**src/rtl/writeback_unit.sv**
```systemverilog
// writeback_unit
//   Write-back stage and owner of the architectural register file.
//   Takes results from execute over a valid/ready handshake. Each instruction
//   can commit up to two destinations, with one register write per cycle.
//   Tracks registers that have writes in flight (busy mask) for issue stalls.
//   Reports each retirement with its RIP and a wrapping 32-bit counter.
// Ports
//   clk, reset                    : rising-edge clock, async active-low reset
//   wbValidIn / wbReadyOut        : execute handshake (ready only in IDLE)
//   destReg*/result*              : primary destination and value
//   destRegisterSpecial*/resultSpecialIn : secondary destination and value
//   currentRipIn                  : RIP of the incoming instruction
//   claimValidIn / claimRegIn     : read stage marks a register busy
//   registerFileOut, busyMaskOut  : registered architectural state, busy bits
//   retireValidOut/retiredRipOut/retireCountOut : retirement report
module writeback_unit #(
   parameter int NUM_REGS = 16,
   parameter int DATA_W   = 64,
   parameter int RIP_W    = 64
) (
   input  logic                                 clk,
   input  logic                                 reset,
   input  logic                                 wbValidIn,
   output logic                                 wbReadyOut,
   input  logic [$clog2(NUM_REGS)-1:0]          destRegIn,
   input  logic                                 destRegValidIn,
   input  logic [DATA_W-1:0]                    resultIn,
   input  logic [$clog2(NUM_REGS)-1:0]          destRegisterSpecialIn,
   input  logic                                 destRegisterSpecialValidIn,
   input  logic [DATA_W-1:0]                    resultSpecialIn,
   input  logic [RIP_W-1:0]                     currentRipIn,
   input  logic                                 claimValidIn,
   input  logic [$clog2(NUM_REGS)-1:0]          claimRegIn,
   output logic [NUM_REGS-1:0][DATA_W-1:0]      registerFileOut,
   output logic [NUM_REGS-1:0]                  busyMaskOut,
   output logic                                 retireValidOut,
   output logic [RIP_W-1:0]                     retiredRipOut,
   output logic [31:0]                          retireCountOut
);
   localparam int IDX_W = $clog2(NUM_REGS);

   localparam logic [0:0] S_IDLE       = 1'b0;
   localparam logic [0:0] S_WR_SPECIAL = 1'b1;

   logic [0:0]                      r_state;
   logic [0:0]                      w_state_nxt;
   logic [NUM_REGS-1:0][DATA_W-1:0] r_rf;
   logic [NUM_REGS-1:0]             r_busy;
   logic [NUM_REGS-1:0]             w_busy_nxt;
   logic [IDX_W-1:0]                r_hold_idx;
   logic [DATA_W-1:0]               r_hold_data;
   logic [RIP_W-1:0]                r_hold_rip;
   logic                            r_retire_vld;
   logic [RIP_W-1:0]                r_retire_rip;
   logic [31:0]                     r_retire_cnt;

   logic                            w_xfer;
   logic                            w_split;
   logic                            w_hold_load;
   logic                            w_wr_en;
   logic [IDX_W-1:0]                w_wr_idx;
   logic [DATA_W-1:0]               w_wr_data;
   logic                            w_retire;
   logic [RIP_W-1:0]                w_retire_rip;

   assign wbReadyOut = (r_state == S_IDLE);
   assign w_xfer     = wbValidIn && wbReadyOut;
   // Two distinct destinations need a second write cycle; same-reg pairs
   // collapse into one write where the secondary value wins.
   assign w_split    = destRegValidIn && destRegisterSpecialValidIn &&
                       (destRegIn != destRegisterSpecialIn);

   always_comb begin
      w_state_nxt  = r_state;
      w_hold_load  = 1'b0;
      w_wr_en      = 1'b0;
      w_wr_idx     = '0;
      w_wr_data    = '0;
      w_retire     = 1'b0;
      w_retire_rip = r_hold_rip;
      case (r_state)
         S_IDLE: begin
            if (w_xfer) begin
               w_retire_rip = currentRipIn;
               if (w_split) begin
                  w_wr_en     = 1'b1;
                  w_wr_idx    = destRegIn;
                  w_wr_data   = resultIn;
                  w_hold_load = 1'b1;
                  w_state_nxt = S_WR_SPECIAL;
               end else begin
                  w_retire = 1'b1;
                  if (destRegisterSpecialValidIn) begin
                     w_wr_en   = 1'b1;
                     w_wr_idx  = destRegisterSpecialIn;
                     w_wr_data = resultSpecialIn;
                  end else if (destRegValidIn) begin
                     w_wr_en   = 1'b1;
                     w_wr_idx  = destRegIn;
                     w_wr_data = resultIn;
                  end
               end
            end
         end
         S_WR_SPECIAL: begin
            w_wr_en     = 1'b1;
            w_wr_idx    = r_hold_idx;
            w_wr_data   = r_hold_data;
            w_retire    = 1'b1;
            w_state_nxt = S_IDLE;
         end
         default: w_state_nxt = S_IDLE;
      endcase
   end

   // A claim landing on the same edge as a write to that register wins:
   // the claim belongs to a younger instruction.
   always_comb begin
      w_busy_nxt = '0;
      for (int i = 0; i < NUM_REGS; i++) begin
         w_busy_nxt[i] = (r_busy[i] & ~(w_wr_en && (w_wr_idx == IDX_W'(i)))) |
                         (claimValidIn && (claimRegIn == IDX_W'(i)));
      end
   end

   always_ff @(posedge clk or negedge reset) begin
      if (!reset) begin
         r_state      <= S_IDLE;
         r_rf         <= '0;
         r_busy       <= '0;
         r_hold_idx   <= '0;
         r_hold_data  <= '0;
         r_hold_rip   <= '0;
         r_retire_vld <= 1'b0;
         r_retire_rip <= '0;
         r_retire_cnt <= '0;
      end else begin
         r_state      <= w_state_nxt;
         r_busy       <= w_busy_nxt;
         r_retire_vld <= w_retire;
         if (w_wr_en)
            r_rf[w_wr_idx] <= w_wr_data;
         if (w_hold_load) begin
            r_hold_idx  <= destRegisterSpecialIn;
            r_hold_data <= resultSpecialIn;
            r_hold_rip  <= currentRipIn;
         end
         if (w_retire) begin
            r_retire_rip <= w_retire_rip;
            r_retire_cnt <= r_retire_cnt + 32'd1;
         end
      end
   end

   assign registerFileOut = r_rf;
   assign busyMaskOut     = r_busy;
   assign retireValidOut  = r_retire_vld;
   assign retiredRipOut   = r_retire_rip;
   assign retireCountOut  = r_retire_cnt;
endmodule
```
**config.mk**
```make
export PLATFORM = sky130hd
export DESIGN_NAME = writeback_unit
export DESIGN_NICKNAME = d
export VERILOG_FILES = /design/src/rtl/writeback_unit.sv
export SDC_FILE = /design/constraint.sdc
export NUM_CORES = 2
export LEC_CHECK = 0
export ABC_AREA = 1
export CAP_MARGIN = 20
export CORE_AREA = 3 3 527 529
export DETAILED_ROUTE_END_ITERATION = 12
export DIE_AREA = 0 0 530 532
export PLACE_DENSITY_LB_ADDON = 0.1
export SYNTH_ARGS = -nofsm -noshare
export SYNTH_HDL_FRONTEND = slang
export SYNTH_SLANG_ARGS = --single-unit
export TNS_END_PERCENT = 5
```
**constraint.sdc**
```tcl
create_clock -name clk -period 3.9 [get_ports clk]
set_input_delay 0.78 -clock clk [delete_from_list [all_inputs] [get_ports clk]]
set_output_delay 0.78 -clock clk [all_outputs]
set_load 0.01 [all_outputs]
```
==> After elaboration in Yosys (flattened, before gate mapping) <==
Cells that the tools add are included.
{ "word_totals": {"regBits": 1270, "latchBits": 0, "mem_bits_rw": 0, "romBits": 0, "input_bits": 210, "out_inout_bits": 1138, "elab_cells": 172, "memories": 0} }
{ "op_classes": {"add_sub_neg": 1, "multipliers": 0, "n_div": 0, "n_lt_le_gt_ge": 2, "eq_ne": 31, "shifts": 0, "mux": 27, "bitwise_logic": 49, "reduce_logical": 38} }
{ "op_table": {"columns": ["operator", "count"], "rows": [
  ["1024-bit bitwise mux", 1],
  ["64-bit two-way mux", 7],
  ["64-bit demux with 4-bit select", 1],
  ["64-bit one-hot mux with 2 select lines", 1],
  ["4-bit equality test (second input constant)", 16],
  ["1-bit logical AND", 36],
  ["32-bit by 1-bit adder with 32-bit output (second input constant)", 1],
  ["4-bit by 3-bit equality test with 1-bit output (second input constant)", 8],
  ["1-bit inverter", 17],
  ["1-bit AND", 16],
  ["4-bit by 2-bit equality test with 1-bit output (second input constant)", 4],
  ["4-bit two-way mux", 4],
  ["1-bit OR", 16],
  ["1-bit two-way mux", 9],
  ["4-bit by 1-bit equality test with 1-bit output (second input constant)", 2],
  ["4-bit zero test", 2],
  ["4-bit one-hot mux with 2 select lines", 1],
  ["1-bit one-hot mux with 2 select lines", 3],
  ["4-bit by 5-bit less-than comparator with 1-bit output (second input constant)", 1],
  ["4-bit by 1-bit >= comparator with 1-bit output (second input constant)", 1],
  ["4-bit != test", 1]
]} }

==> Depth between registers and ports, before layout <==
{ "depth": {"ltp_word": 10, "mapped_depth": 17, "depth_no_buf": 15} }

==> Least setup slack after synthesis <==
No wires, ideal clock.
{ "synth_path": {"path_kind": "input to register", "from": "input port destRegisterSpecialIn[0]", "to": "register r_rf (netlist bit registerFileOut[820])", "arrival_ns": 2.208, "t_required_ns": 3.783, "path_slack_ns": 1.574, "path_stages": 16, "path_cell_list": "inv_1 nand2_1 nand2_1 nor2_1 nand2_2 nand3_1 nand3_2 nand2_4 nand2_2 buf_6 inv_2 nand2_2 buf_4 buf_4 nand2_1 nand2_1"} }
{ "synth_via": {"elab_chain_len": 10} }
{ "synth_rtl": {"columns": ["element", "line", "text"], "rows": [
  ["start, declared", "28", "input logic [$clog2(NUM_REGS)-1:0] destRegisterSpecialIn,"],
  ["4-bit != test", "71", "(destRegIn != destRegisterSpecialIn);"],
  ["1-bit logical AND", "70", "assign w_split = destRegValidIn && destRegisterSpecialValidIn &&"],
  ["4-bit two-way mux", "85", "if (w_split) begin"],
  ["4-bit two-way mux", "83", "if (w_xfer) begin"],
  ["4-bit one-hot mux with 2 select lines", "81", "case (r_state)"],
  ["4-bit by 5-bit less-than comparator with 1-bit output (implied by the code) / 4-bit by 1-bit >= comparator with 1-bit output (equally long branches)", "142", "r_rf[w_wr_idx] <= w_wr_data;"],
  ["1-bit logical AND (implied by the code)", "142", null],
  ["64-bit two-way mux (implied by the code)", "142", null],
  ["64-bit demux with 4-bit select", "142", null],
  ["1024-bit bitwise mux", "142", null],
  ["end signal, assigned by index", "142", null],
  ["end, declared", "47", "logic [NUM_REGS-1:0][DATA_W-1:0] r_rf;"]
]} }
Parallel ways exist; a longest one is shown, timed or not.
A chain may end at the register's enable or synchronous reset.

==> Worst setup path in the final report <==
{ "layout_path": {"from": "register r_state", "to": "output port wbReadyOut"} }
{ "layout_via": {"elab_chain_len": 1} }
{ "layout_rtl": {"columns": ["element", "line", "text"], "rows": [
  ["start, declared", "45", "logic [0:0] r_state;"],
  ["start signal, assigned", "138", "r_state <= w_state_nxt;"],
  ["1-bit inverter", null, null],
  ["end, declared", "24", "output logic wbReadyOut,"]
]} }
No other way between the ends.

==> results.sh <==
export IMPL_postCtsSetupBuffers=0
export IMPL_finalNonFillerCells=11200
export IMPL_reg2regPathDepth=9
export IMPL_clock_skew_ps=62.2
export IMPL_dieArea_mm2=0.282
export IMPL_synth_nets=6424
export IMPL_clkSinkCount=1270
export IMPL_yosysTopAreaCellShare_pct=59.9
export IMPL_finalWorstSetupSlack_ps=769
export IMPL_synthDistinctLibCells=30
export IMPL_synthCells=6213
export IMPL_switchingPower_mw=17.3
export IMPL_ir_worst_vdd_mv=0.358
export IMPL_cts_tree="done"
export IMPL_hold_class="reg2reg"
export IMPL_ios=1348
export IMPL_min_from="registerFileOut[552]"
export IMPL_ys_flop_type="dfrtp_1"
export IMPL_fin_util_pct=28.6
export IMPL_htree_levels=4
export IMPL_yosysTopAreaCell="dfrtp_1"
export IMPL_clk_latency_ps=850
export IMPL_power_internal_mw=32.4
export IMPL_vias_per_cell=4.39
export IMPL_antenna_found_initial=93
export IMPL_worstPathMaxFanout=10
export IMPL_r2r_slack_ps=1200
export IMPL_synth_compound_area_share_pct=4.09
export IMPL_r2r_start="r_state"
export IMPL_synth_warnings=0
export IMPL_coreArea_mm2=0.273
export IMPL_initial_core_util_pct=19.4
export IMPL_num_rows=192
export IMPL_post_drt_wl_per_cell_um=28.2
export IMPL_pre_cts_ws_ps=175
export IMPL_busiest_layer="met2"
export IMPL_hold_viol=0
export IMPL_status="completed"
export IMPL_numCtsBuffers=169
export IMPL_maxSlewViolCount=0
export IMPL_switching_share_pct=34.7
export IMPL_synth_top_family_by_area="simple AND/OR/NAND/NOR gates"
export IMPL_synth_simple_area_share_pct=30.1
export IMPL_crit_type="reg2out"
export IMPL_synthArstFlopShare_pct=100
export IMPL_rsz0062_at_grt="no"
export IMPL_slew_headroom_pct=36.1
export IMPL_fin_crit_ps=3130
export IMPL_routed_wl_um=317000
export IMPL_synth_avg_cell_area_um2=8.53
export IMPL_combPwrFrac_pct=31.9
export IMPL_postRouteAntennaNets=0
export IMPL_critPathRequiredTime_ps=3120
export IMPL_die_height_um=532
export IMPL_sequentialPowerShare_pct=37.0
export IMPL_drv_cap=0
export IMPL_synth_xor_area_share_pct=0.463
export IMPL_power_leakage_nw=36.7
export IMPL_synthMuxAreaShare_pct=0.0425
export IMPL_holdWs_ps=466
export IMPL_use_met2_pct=34.4
export IMPL_cts_resized=0
export IMPL_grt_pass1_vias=48400
export IMPL_drc=0
export IMPL_synthTopCellsByArea="dfrtp_1 60%, nand2_1 21%, nand3_1 6.7%, buf_2 2.8%, o21ai_0 2.6%"
export IMPL_whs_endpoint="registerFileOut[552]"
export IMPL_synth_top_cells_by_count="2942 x nand2_1, 1270 x dfrtp_1, 711 x nand3_1"
export IMPL_root_buffer="clkbuf_16"
export IMPL_synthesis_area_mm2=0.0530
export IMPL_end_kind="primary output"
export IMPL_yosys_cell_count_top_type="nand2_1"
export IMPL_clk_pin_slew_ps=60
export IMPL_routabilityCongestion=0.838
export IMPL_synth_edf_count=0
export IMPL_use_met1_pct=27.9
export IMPL_worstMarginPinSlew_ps=958
export IMPL_grt_overflow=0
export IMPL_drive_above_1_share_pct=7.66
export IMPL_dp_cells=10900
export IMPL_synthAdderAreaFrac_pct=0.0236
export IMPL_crit_arrival_ps=2350
export IMPL_ys_seq_area_share_pct=59.9
export IMPL_fill_cells=29100
export IMPL_grt_total_usage_pct=21.8
export IMPL_first_pass_iters=6
export IMPL_finalCritPeriodShare_pct=80.3
export IMPL_dpl_hpwl_um=220000
export IMPL_p_per_area_mw_per_mm2=636
export IMPL_clockBufferDepth=4
export IMPL_cts_hold_buffers=1
export IMPL_pwr_share_clk_pct=31.2
export IMPL_ys_ff_latch=1270
export IMPL_setup_viol=0
export IMPL_dieWidth_um=530
export IMPL_tns_ps=0
export IMPL_grt_first_pass_wirelength_um=433000
export IMPL_io_buffers=1347
export IMPL_drt_iter0_markers=3821
export IMPL_fin_nets=7709
export IMPL_use_met3_pct=7.58
export IMPL_critPathLaunchType="flip-flop"
export IMPL_area_growth_pct=47.3
export IMPL_vias=49300
export IMPL_worstHoldPathCells=2
export IMPL_reg2reg_to="busyMaskOut[8]"
export IMPL_grt_start_max_net_pins=101
export IMPL_max_freq_ghz=0.319
power by group through the flow:
stage	registers, mW	logic, mW	clock network [mW]
final	18.4	15.8	15.5
after global routing	18.7	16.9	16.6
after CTS	18.4	16.1	16.0
after global placement	18.5	16.0	0
after floorplan	19.6	3.64	0
after detailed placement	18.6	16.1	0
registers in the layout (all words and copies together), names as in the netlist:
register and count:
registerFileOut 1024, r_hold_idx 4, r_hold_rip 64, r_hold_data 64, retiredRipOut 64, r_state 1
retireValidOut 1, retireCountOut 32, busyMaskOut 16
per-layer routing:
layer	vias to the layer above	part of all wire, %
li1	22400	-
met1	24700	43
met2	1721	45
met3	421	9.0
met4	76	3.2
met5	-	0.16
cell usage in the layout, fill, tap and decap left out, types with 2 or more instances in the layout:
master           Yosys  layout
a21oi_1              4       4
a31oi_1             66      66
buf_12               0     149
buf_4               28     100
bufinv_16            0       4
clkbuf_1           128      63
clkbuf_16            0     171
clkbuf_8             0      36
clkdlybuf4s50_1      0    1345
clkinv_2             0      15
clkinv_8             0       2
clkinvlp_4           0       2
dfrtp_1           1270    1269
diode_2              0      27
inv_1              114     112
inv_16               0       2
inv_2               10       5
inv_4                0       3
inv_6                0       5
mux2_2               2       2
nand2_1           2942    2930
nand2_4              5      19
nand2_8              0       2
nand3_1            711     685
nand3_2             23      44
nand3_4              0       5
nand4_1             73      73
nor2_1             102     101
nor2_4               9      12
nor3_1              12      12
nor4_1               4       4
o21ai_0            276     276
o21ai_1             66      66
o22ai_1              2       2
xnor2_1              4       4
xor2_1              24      24
stage by stage:
stage | area (um2) | total power [mW]
3_5_place_dp | 72700 | 34.7
5_1_grt | 78100 | 52.2
4_1_cts | 78000 | 50.5
3_3_place_gp | 72700 | 34.5
2_1_floorplan | 53000 | 23.2
6_report | 78100 | 49.7
worst max-delay path, cell delays in order, from the launching register on:
cell             delay, ps
dfrtp_2                510
inv_1                  370
clkdlybuf4s50_1        620
layout make-up:
class | instances | area [um2] | share of cell area, %
clock buffer | 270 | 5010 | 6.42
timing repair buffer | 1597 | 17200 | 22.1
multi-input combinational | 4336 | 18700 | 24.0
clock inverter | 26 | 303 | 0.388
tap | 3589 | 4490 | 5.75
antenna | 27 | 67.6 | 0.0865
inverter | 124 | 482 | 0.617
sequential | 1270 | 31800 | 40.7
worst max path at each step:
stage / startpoint / to / slack (ps) / depth (start not counted)
2_1_floorplan: destRegisterSpecialIn[0] / registerFileOut[820] / 1570 / 16
3_3_place_gp: destRegisterSpecialValidIn / registerFileOut[910] / 100 / 13
3_5_place_dp: destRegIn[3] / registerFileOut[781] / 180 / 15
4_1_cts: r_state / wbReadyOut / 660 / 2
5_1_grt: r_state / wbReadyOut / 670 / 2
6_report: r_state / wbReadyOut / 770 / 2
kinds of logic (layout without fill, tap and decap cells):
group           after synthesis  after routing
simple gates               3890           3890
flops                      1270           1270
buf+inv                     607           2017
compound gates              415            415
xor+xnor                     28             28
mux                           2              2
fa+ha+maj                     1              1
other cells                   0             27
Note: power is estimated with default switching activity, not from simulation.
==> edit (config.mk and constraints unchanged) <==
Set the parameter `NUM_REGS` to 8 (it was 16).
--- a/src/rtl/writeback_unit.sv
+++ b/src/rtl/writeback_unit.sv
@@ -14,7 +14,7 @@
 //   registerFileOut, busyMaskOut  : registered architectural state, busy bits
 //   retireValidOut/retiredRipOut/retireCountOut : retirement report
 module writeback_unit #(
-   parameter int NUM_REGS = 16,
+   parameter int NUM_REGS = 8,
    parameter int DATA_W   = 64,
    parameter int RIP_W    = 64
 ) (
Interface: changed (5 resized); port bits go from 1348 to 825. The function was not compared with the original's and may differ.
==> edit against the original RTL <==
- non-clock buffer count fell by 623
- cell area fell by 36%
- final cell count fell by 25%
- synthesized area fell by 37%
- total power fell by 38%
- clock skew fell by 0.016 ns
- sequential cell count fell by 521
- worst setup slack improved by 0.26 ns
- routed wire length fell by 34%
- critical path type is now primary input to register
- critical endpoint is now registerFileOut[97]
- highest routed layer unchanged
==> edit: results (changes against the original RTL) <==
dp_hpwl_um: 143000  # -35%
slew_headroom: 0.376  # +0.0152
grt_antenna_before_repair: 67  # -28%
port_buffers: 824  # -39%
wl_met1_um: 93800  # -31%
min_from: "r_hold_rip[18]"
p_sw_mw: 10.8  # -37%
critical_path.startpoint: "destRegisterSpecialValidIn"
clkLatencyLatePin_ns: 0.76  # -0.09 ns
synth_cell_types: 29  # -3.3%
yosys_warnings: 0  # unchanged
grt_first_pass_wirelength_um: 286000  # -34%
largest_reg_flops: 512  # -50%
synth_common_cells: "nand2_1, dfrtp_1, nand3_1, nand4_1, buf_2"
final_nets: 4924  # -36%
hp-class: "register to register"
pre_cts_ws_ns: 0.236  # +0.0608 ns
synth_compound_area_frac: 0.0346  # -0.00629
cts_buffers: 108  # -36%
grt_max_degree: 129  # +28%
synth_nets: 4167  # -35%
grt_use_met2: 0.217  # -0.127
status: "complete, no violations"
synth_fa_ha_area_frac: 0.000375  # +0.000139
gp_congestion: 0.727  # -13%
drt_iter0_drc: 2360  # -38%
grt_pass1_vias: 32126  # -34%
finalClockSkew_ns: 0.0460  # -0.0162 ns
synth_area_leaders: "dfrtp_1, nand2_1, nand4_1, nand3_1, buf_2"
use_met3: 0.0571  # -0.0188
synth_cells: 3959  # -36%
seq_area_frac_synth: 0.562  # -0.0375
ir_drop_mv: 0.348  # -2.8%
firstDrtPassIters: 7  # +1
post-place-cells: 8194  # -25%
syn2layout_area_growth_pct: 49.8
via_per_inst: 3.81  # -13%
avgRoutedWirePerCell_um: 24.7  # -13%
final_layout_size_suffix_gt1_frac: 0.0722  # -0.00436
route.met3.wl_um: 19800  # -31%
gr-usage-met1: 0.190  # -0.0892
cts-htree-levels: 3  # -1
fin_cells: 8421  # -25%
slowest_delay_ns: 0.66  # +0.04 ns
num-fill-cells: 30528  # +4.9%
arrival_ns: 3.54  # +1.19 ns
clockBufferDepth: 3  # -1
[edit: changes by cell type in the layout (fill, tap and decap cells not counted), sizes merged, moves of 6 or more]
cell / before / now
clkdlybuf4s50: 1345 / 822
inv: 127 / 111
clkbuf: 270 / 159
clkinv: 17 / 23
nand4: 73 / 392
nor2: 114 / 107
nand3: 734 / 409
nand2: 2952 / 1610
o21ai: 342 / 141
buf: 251 / 151
dfrtp: 1270 / 749
[edit: worst max-delay path, delay by kind of cell]
| family | cells | cell delay (ns) |
|---|---|---|
| buffers and inverters | 4 | 1.42 |
| AND/OR/NAND/NOR | 9 | 1.17 |
[edit: cell type report]
type                    count  area (um2)  area share
diodes                     29        72.6     0.00145
clock buffers             159        3100      0.0619
clock inverters            38         567      0.0113
inverters                 111         452     0.00904
multi-input cells        2772       12600       0.252
flip-flops and latches    749       18700       0.375
well taps                3589        4490      0.0899
repair buffers            974        9950       0.199
[edit: path summary, 6_finish.rpt]
| kind | endpoint | slack (ns) | depth (start not counted) |
|---|---|---|---|
| hold / removal | r_hold_rip[18] | 0.47 | 2 |
| min in group asynchronous | registerFileOut[44] | 0.59 | 2 |
| max in group asynchronous | r_hold_rip[18] | 2.08 | 4 |
| setup reg to reg | registerFileOut[97] | 1.20 | 9 |
| setup / recovery | registerFileOut[97] | 1.03 | 13 |
| hold reg to reg | r_hold_rip[18] | 0.47 | 2 |
[edit: power groups by stage]
stage / Clock, mW / Combinational, mW / Sequential [mW]
2_1_floorplan: 0 / 2.47 / 11.5
3_3_place_gp: 0 / 9.17 / 11.3
3_5_place_dp: 0 / 9.21 / 11.3
4_1_cts: 10.9 / 9.24 / 11.2
5_1_grt: 11.1 / 9.81 / 11.4
6_report: 10.4 / 8.99 / 11.2
